$ cat src/rtl/imem_loader.sv
// imem_loader: assembles a host byte stream into 32-bit words and writes them into the instruction RAM
//   clk, rst (async, active-low)
//   start, word_count (0 = full depth) : begin a load from IDLE/DONE
//   byte_in, byte_valid, byte_ready    : byte stream handshake
//   we, wa, wd                         : imem write port, one pulse per word
//   busy, done, cpu_hold, err          : status; cpu_hold holds the core in reset while loading
//   IMEM_LOADER_CHECKSUM_EN            : adds a trailing XOR checksum byte and err reporting
module imem_loader #(
    parameter int ADDR_W     = 6,
    parameter int DATA_W     = 32,
    parameter int BIG_ENDIAN = 1
) (
    input  logic              clk,
    input  logic              rst,
    input  logic              start,
    input  logic [ADDR_W:0]   word_count,
    input  logic [7:0]        byte_in,
    input  logic              byte_valid,
    output logic              byte_ready,
    output logic              we,
    output logic [ADDR_W-1:0] wa,
    output logic [DATA_W-1:0] wd,
    output logic              busy,
    output logic              done,
    output logic              cpu_hold,
    output logic              err
);
    typedef enum logic [2:0] {
        IDLE, LOAD, WRITE, DONE
`ifdef IMEM_LOADER_CHECKSUM_EN
        , CHECK
`endif
    } state_t;
    state_t            state, nxt;
    logic [1:0]        bidx, lane;
    logic [ADDR_W:0]   remaining;
    logic [ADDR_W-1:0] addr;
    logic [DATA_W-1:0] asm_q, asm_d;
    logic              take, idle_like;
`ifdef IMEM_LOADER_CHECKSUM_EN
    logic [7:0]        acc;
    localparam state_t FINAL = CHECK;
`else
    localparam state_t FINAL = DONE;
    assign err = 1'b0;
`endif
    assign take      = byte_valid && byte_ready;
    assign idle_like = (state == IDLE) || (state == DONE);
    assign lane      = (BIG_ENDIAN != 0) ? 2'd3 - bidx : bidx;
    assign we        = (state == WRITE);
    assign wa        = addr;
    assign done      = (state == DONE);
    assign cpu_hold  = busy;
    always_comb begin
        asm_d = asm_q;
        asm_d[{lane, 3'b000} +: 8] = byte_in;
    end
    always_comb begin
        nxt        = state;
        byte_ready = 1'b0;
        busy       = 1'b0;
        case (state)
            IDLE, DONE: nxt = start ? LOAD : state;
            LOAD: begin
                byte_ready = 1'b1;
                busy       = 1'b1;
                nxt        = (take && bidx == 2'd3) ? WRITE : LOAD;
            end
            WRITE: begin
                busy = 1'b1;
                nxt  = (remaining == (ADDR_W+1)'(1)) ? FINAL : LOAD;
            end
`ifdef IMEM_LOADER_CHECKSUM_EN
            CHECK: begin
                byte_ready = 1'b1;
                busy       = 1'b1;
                nxt        = take ? DONE : CHECK;
            end
`endif
            default: nxt = IDLE;
        endcase
    end
    always_ff @(posedge clk or negedge rst) begin
        if (!rst) begin
            state     <= IDLE;
            bidx      <= '0;
            remaining <= '0;
            addr      <= '0;
            asm_q     <= '0;
            wd        <= '0;
`ifdef IMEM_LOADER_CHECKSUM_EN
            acc       <= '0;
            err       <= 1'b0;
`endif
        end else begin
            state <= nxt;
            if (idle_like && start) begin
                remaining <= (word_count == '0) ? {1'b1, {ADDR_W{1'b0}}} : word_count;
                addr      <= '0;
                bidx      <= '0;
`ifdef IMEM_LOADER_CHECKSUM_EN
                acc       <= '0;
                err       <= 1'b0;
`endif
            end
            if (state == LOAD && take) begin
                asm_q <= asm_d;
                bidx  <= bidx + 2'd1;
                // wd is only updated when a word completes so it holds between writes
                if (bidx == 2'd3)
                    wd <= asm_d;
`ifdef IMEM_LOADER_CHECKSUM_EN
                acc <= acc ^ byte_in;
`endif
            end
            if (state == WRITE) begin
                addr      <= addr + 1'b1;
                remaining <= remaining - 1'b1;
            end
`ifdef IMEM_LOADER_CHECKSUM_EN
            if (state == CHECK && take)
                err <= (byte_in != acc);
`endif
        end
    end
endmodule

$ cat config.mk
export PLATFORM = sky130hd
export DESIGN_NAME = imem_loader
export DESIGN_NICKNAME = d
export VERILOG_FILES = /design/src/rtl/imem_loader.sv
export SDC_FILE = /design/constraint.sdc
export NUM_CORES = 1
export LEC_CHECK = 0
export ABC_AREA = 0
export CORE_MARGIN = 5
export CORE_UTILIZATION = 46
export DETAILED_ROUTE_END_ITERATION = 10
export PLACE_DENSITY_LB_ADDON = 0.05
export SETUP_SLACK_MARGIN = 0.15
export SYNTH_ARGS = -nofsm -noshare
export SYNTH_HDL_FRONTEND = slang
export SYNTH_SLANG_ARGS = --single-unit
$ cat constraint.sdc
create_clock -name clk -period 1.8 [get_ports clk]
set_input_delay 0.54 -clock clk [delete_from_list [all_inputs] [get_ports clk]]
set_output_delay 0.54 -clock clk [all_outputs]
set_load 0.05 [all_outputs]
Yosys cells after proc, flatten, opt, wreduce, memory -nomap -nowiden
Index checks and enable logic that the tools add are counted.

Bits in registers: 82.

$add $sub $neg: 5. Equal/unequal tests: 6. Shift operators: 2. Mux-type cells: 14. Reduce and logical (&&, ||, !) cells: 12.

Operators with widths (count): bitwise mux 32 bit (1); variable shift 8 x 7 -> 32 bit (first input constant) (1); indexed part select 8 x 7 -> 32 bit (1); 2-to-1 mux 7 bit (3); 2-to-1 mux 6 bit (2); one-hot mux 3 bit (3 select lines) (1); 2-to-1 mux 2 bit (4); equality test 7 x 1 -> 1 bit (second input constant) (1); logical NOT 7 bit (1); negator 5 -> 7 bit (1); subtractor 7 x 1 -> 7 bit (second input constant) (1); adder 6 x 1 -> 6 bit (second input constant) (1); equality test 3 x 2 -> 1 bit (second input constant) (2); logical AND 1 bit (4); nonzero test 2 bit (2); OR reduction 2 bit (2); equality test 3 x 1 -> 1 bit (second input constant) (1); logical NOT 3 bit (1); 2-to-1 mux 3 bit (1); adder 2 x 1 -> 2 bit (second input constant) (1); equality test 2 bit (second input constant) (1); 2-to-1 mux 1 bit (2); inequality test 2 bit (second input constant) (1); AND reduction 2 bit (1); other kinds (2) (2).

Logic depth before layout (Yosys ltp)
Gate-level depths: netlist (run 1).

Depth in word-level cells: 6. Mapped depth: 7. Mapped depth without buffers: 5.

Least setup slack after synthesis (run 1)
Ideal clock, no wire load.

Path kind: flip-flop to output port. Start point: reg state[0]. End point: out cpu_hold. Data arrival time: 1.506 ns. Data required time: 1.260 ns. Slack: -0.246 ns. Stages on the path, launching flop included: 6. Path buffers: 2. Cell sequence: dfrtp_1 > inv_1 > ha_1 > clkbuf_1 > inv_1 > buf_4.

Word-level cells in the longest chain between the ends: 3.

Ends and longest elaborated chain: start, declared (line 34) `state_t state, nxt;`; start signal, assigned (line 96) `state <= nxt;`; equality test 3 x 2 -> 1 bit or equality test 3 x 1 -> 1 bit (tied branches) (line 62) `case (state)`; OR reduction 2 bit (no line) *; 2-to-1 mux 1 bit * (line 62); end, declared (line 25) `output logic cpu_hold,`.

Mark *: on every way between the ends. The rest lies on a longest branch, timed or not.

Worst setup path after layout (run 1)
Start point: reg state[0]. End point: out busy.

Word-level cells in the longest chain between the ends: 3.

Ends and longest elaborated chain: equality test 3 x 2 -> 1 bit or equality test 3 x 1 -> 1 bit (tied branches) (line 62); OR reduction 2 bit (no line) *; 2-to-1 mux 1 bit * (line 62); end, declared (line 23) `output logic busy,`.

Marks and branches as above.

==> flow_summary_export.csv, run 1 <==
group,metric,value,unit
critical_path,end_kind,"primary output",
cells_and_area,final_common_cell,"dfrtp_1",
yosys,syn_avg_cell_area,11.0,um2
placement,place_ws,-97.9,ps
placement,gp_congestion,0.831,
placement,dp_hpwl,5260,um
global_routing,grt.busiest_layer,"met2",
sta,clock.fmax,552,MHz
sta,slew_violations,0,
critical_path,r2r_end,"wa[5]",
power,switching_share,40.7,%
power,cell_internal_pwr,0.00517,W
critical_path,crit_type,"flop to primary output",
clock_tree,clk_pin_slew_worst_paths,90,ps
global_routing,grt_usage,18.4,%
status,status,"finished, violations left",
critical_path,reg2reg_setup_slack,180,ps
power,total_power,0.00873,W
cells_and_area,multiInputGateArea,1480,um2
cells_and_area,fin_nets,404,
sta,setup_viol,2,
cells_and_area,regArea,1830,um2
sta,hold_violations,0,
flow_run,drv_cap,0,
critical_path,cp_slowest_stage_delay,410,ps
hold_path,hp-class,"input pin to asynchronous set/reset pin",
global_routing,grt_start_max_net_pins,74,
yosys,ys_ff_latch,73,
die,fp.dieW,94.7,um
sta,min_period,1810,ps
critical_path,worstRegToRegCells,7,
clock_tree,cts.sinks,73,
power,comb_power_share,52.9,%
cells_and_area,syn_to_final_growth,49.2,%
sta,rsz0062_at_grt,"true",
critical_path,crit_path_start_kind,"flop",
route,avgRoutedWirePerCell,16.1,um
clock_tree,clock_path_buffers,2,
critical_path,r2r_start,"state[0]",
critical_path,path_max_fanout,3,
critical_path,critPathArrivalTime,1270,ps
global_routing,grt_pass1_vias,2497,
route,ant_nets,0,
cells_and_area,diodes,0,
power,pwr-share-seq,32.3,%
critical_path,endpoint,"busy",
clock_tree,cts_tree,"done",
yosys,synth_nets,329,
die,initial_core_util,47.8,%
power,power.share.clock,14.8,%
power,p_per_area,1770,nW/um2
clock_tree,numCtsBuffers,9,
yosys,ys_warn_count,0,
die,dieArea,8980,um2
clock_tree,cts-root-buf,"clkbuf_8",
die,num_rows,30,
power,p_switching,0.00356,W
sta,finalCritPeriodShare,101,%
route,drtPass1Iterations,4,
yosys,synth_cell_type_count,40,
global_routing,met2_usage,28.0,%
clock_tree,cts_max_level,3,
cells_and_area,n_fill_cell,492,
power,leakage,2.14,nW
sta,worstMarginPinSlew,523,ps
global_routing,grtUsageMet3,4.38,%
route,drc,0,
global_routing,use_met1,25.7,%
placement,io_buffers,61,
global_routing,grt_overflow,0,
cells_and_area,drive_gt1_share,29.8,%
clock_tree,postCtsHoldBufs,0,
route,vias_per_cell,5.25,
yosys,synth_seq_area_share,55.3,%
route,num_vias,2494,
critical_path,crit_chain,"inv_2 -> ha_4 -> inv_8 -> buf_12",
power,ir_drop,0.904,mV
sta,slew_headroom,65.1,%
die,core-area,6910,um2
route,drtIter0Drc,121,
die,ios,63,
yosys,synth_edf_count,0,
yosys,syn_inst,299,
yosys,async_flop_share,100,%
cells_and_area,final_cell_mix,"dfrtp_1 (70), buf_12 (46), nand2_1 (37)",
global_routing,grt_pass1_wl,12600,um
die,floorplan.die.height,94.7,um
global_routing,antenna_found_initial,0,
sta,skew,9.55,ps
status,violations,"negative setup slack",
critical_path,startpoint,"state[0]",
critical_path,cpMaxStageDelayCell,"dfrtp_2",
route,wl,7670,um
critical_path,crit_required,1260,ps
clock_tree,clk_latency,340,ps
yosys,synth_flop_cell,"dfrtp_1",
yosys,syn_area,3300,um2
sta,finalWorstSetupSlack,-12.3,ps
[repair_timing]
item / 4_1_cts / 5_1_grt
cloned: 0 / 0
endpoints found under the setup margin: 17 / 36
pin swaps: 4 / 3
buffers inserted: 4 / 1
resized for setup: 8 / 10
hold endpoints to repair: 0 / 0
[power by group through the flow]
stage / Clock, W / Sequential, W / Combinational [W]
4_1_cts: 0.00132 / 0.00281 / 0.00456
6_report: 0.00129 / 0.00282 / 0.00462
3_5_place_dp: 0 / 0.00284 / 0.00441
3_3_place_gp: 0 / 0.00281 / 0.00434
2_1_floorplan: 0 / 0.00349 / 0.00184
5_1_grt: 0.00141 / 0.00291 / 0.00491
[sequential cells by signal, summed over array words and instances, names as in the netlist]
name       flops
wd            32
asm_q         24
remaining      7
wa             6
bidx           2
state          2
[through the flow]
stage | hold WS, ps | util (%) | setup TNS (ps) | cell area [um2] | instances
after floorplan | 244 | - | 0 | 3400 | 299
after detailed placement | 492 | 66.7 | -1920 | 4610 | 454
after global placement | 489 | 66.7 | -1440 | 4610 | 454
after CTS | 213 | 70.7 | -55.8 | 4880 | 474
after global routing | 222 | 71.3 | -138 | 4930 | 475
final | 203 | 71.3 | -23.8 | 4930 | 475
[worst min path at each step]
stage                          from         to  slack, ps  cells past startpoint
after global placement    asm_q[21]  asm_q[21]        490                      1
after detailed placement   asm_q[8]   asm_q[8]        490                      1
after global routing            rst     wd[20]        220                      2
final                           rst     wd[20]        200                      2
after floorplan                 rst  asm_q[10]        240                      0
after CTS                       rst     wd[18]        210                      2
[cell usage after synthesis, types with 2 or more instances]
master,count,share of area (%)
xor2_1,3,0.80
and3_1,7,1.3
buf_2,2,0.30
xnor2_1,2,0.53
clkbuf_1,15,1.7
buf_4,3,0.68
nand3_1,5,0.76
nor4b_2,2,0.91
dfrtp_1,73,55
nor4_4,2,1.3
a211oi_1,8,1.8
a22o_1,32,8.5
o21ai_0,28,4.2
o31ai_1,2,0.45
mux2i_1,2,0.61
nand3_2,3,0.91
nor2_1,5,0.57
ha_1,11,4.2
nand2b_1,25,4.7
a21oi_1,8,1.2
nand2_1,37,4.2
inv_1,6,0.68
[layout make-up]
type	instances	area share (%)
Sequential cell	73	37.2
Multi-Input combinational cell	199	30.1
Timing Repair Buffer	84	25.5
Clock buffer	9	2.51
Tap cell	96	2.44
Clock inverter	7	1.57
Inverter	7	0.736
[cell families after synthesis]
family | Yosys count | share of synthesized area, %
buffers and inverters | 27 | 3.48
adder cells (fa/ha/maj) | 11 | 4.17
AND/OR/NAND/NOR | 96 | 17.3
XOR/XNOR | 5 | 1.33
AO/OA/AOI/OAI | 84 | 17.7
flip-flops | 73 | 55.3
other | 1 | 0.114
multiplexers | 2 | 0.606
[routing by layer]
layer	routed length (um)	vias up
met2	3650	56
met1	3570	1220
li1	-	1214
met5	0	-
met4	53	0
met3	397	4
[worst max-delay path: cells and delay by family (launching register included)]
kind / cells / cell delay (ps)
flops: 1 / 410
fa+ha+maj: 1 / 290
buf+inv: 3 / 230
No activity file was read; power rests on OpenSTA's default activity.
==> run 2: changes to the inputs <==
- CTS_CLUSTER_DIAMETER: unset -> 80
==> results of run 2 <==
The final DEF is identical to that of run 1; final timing and power are the same.
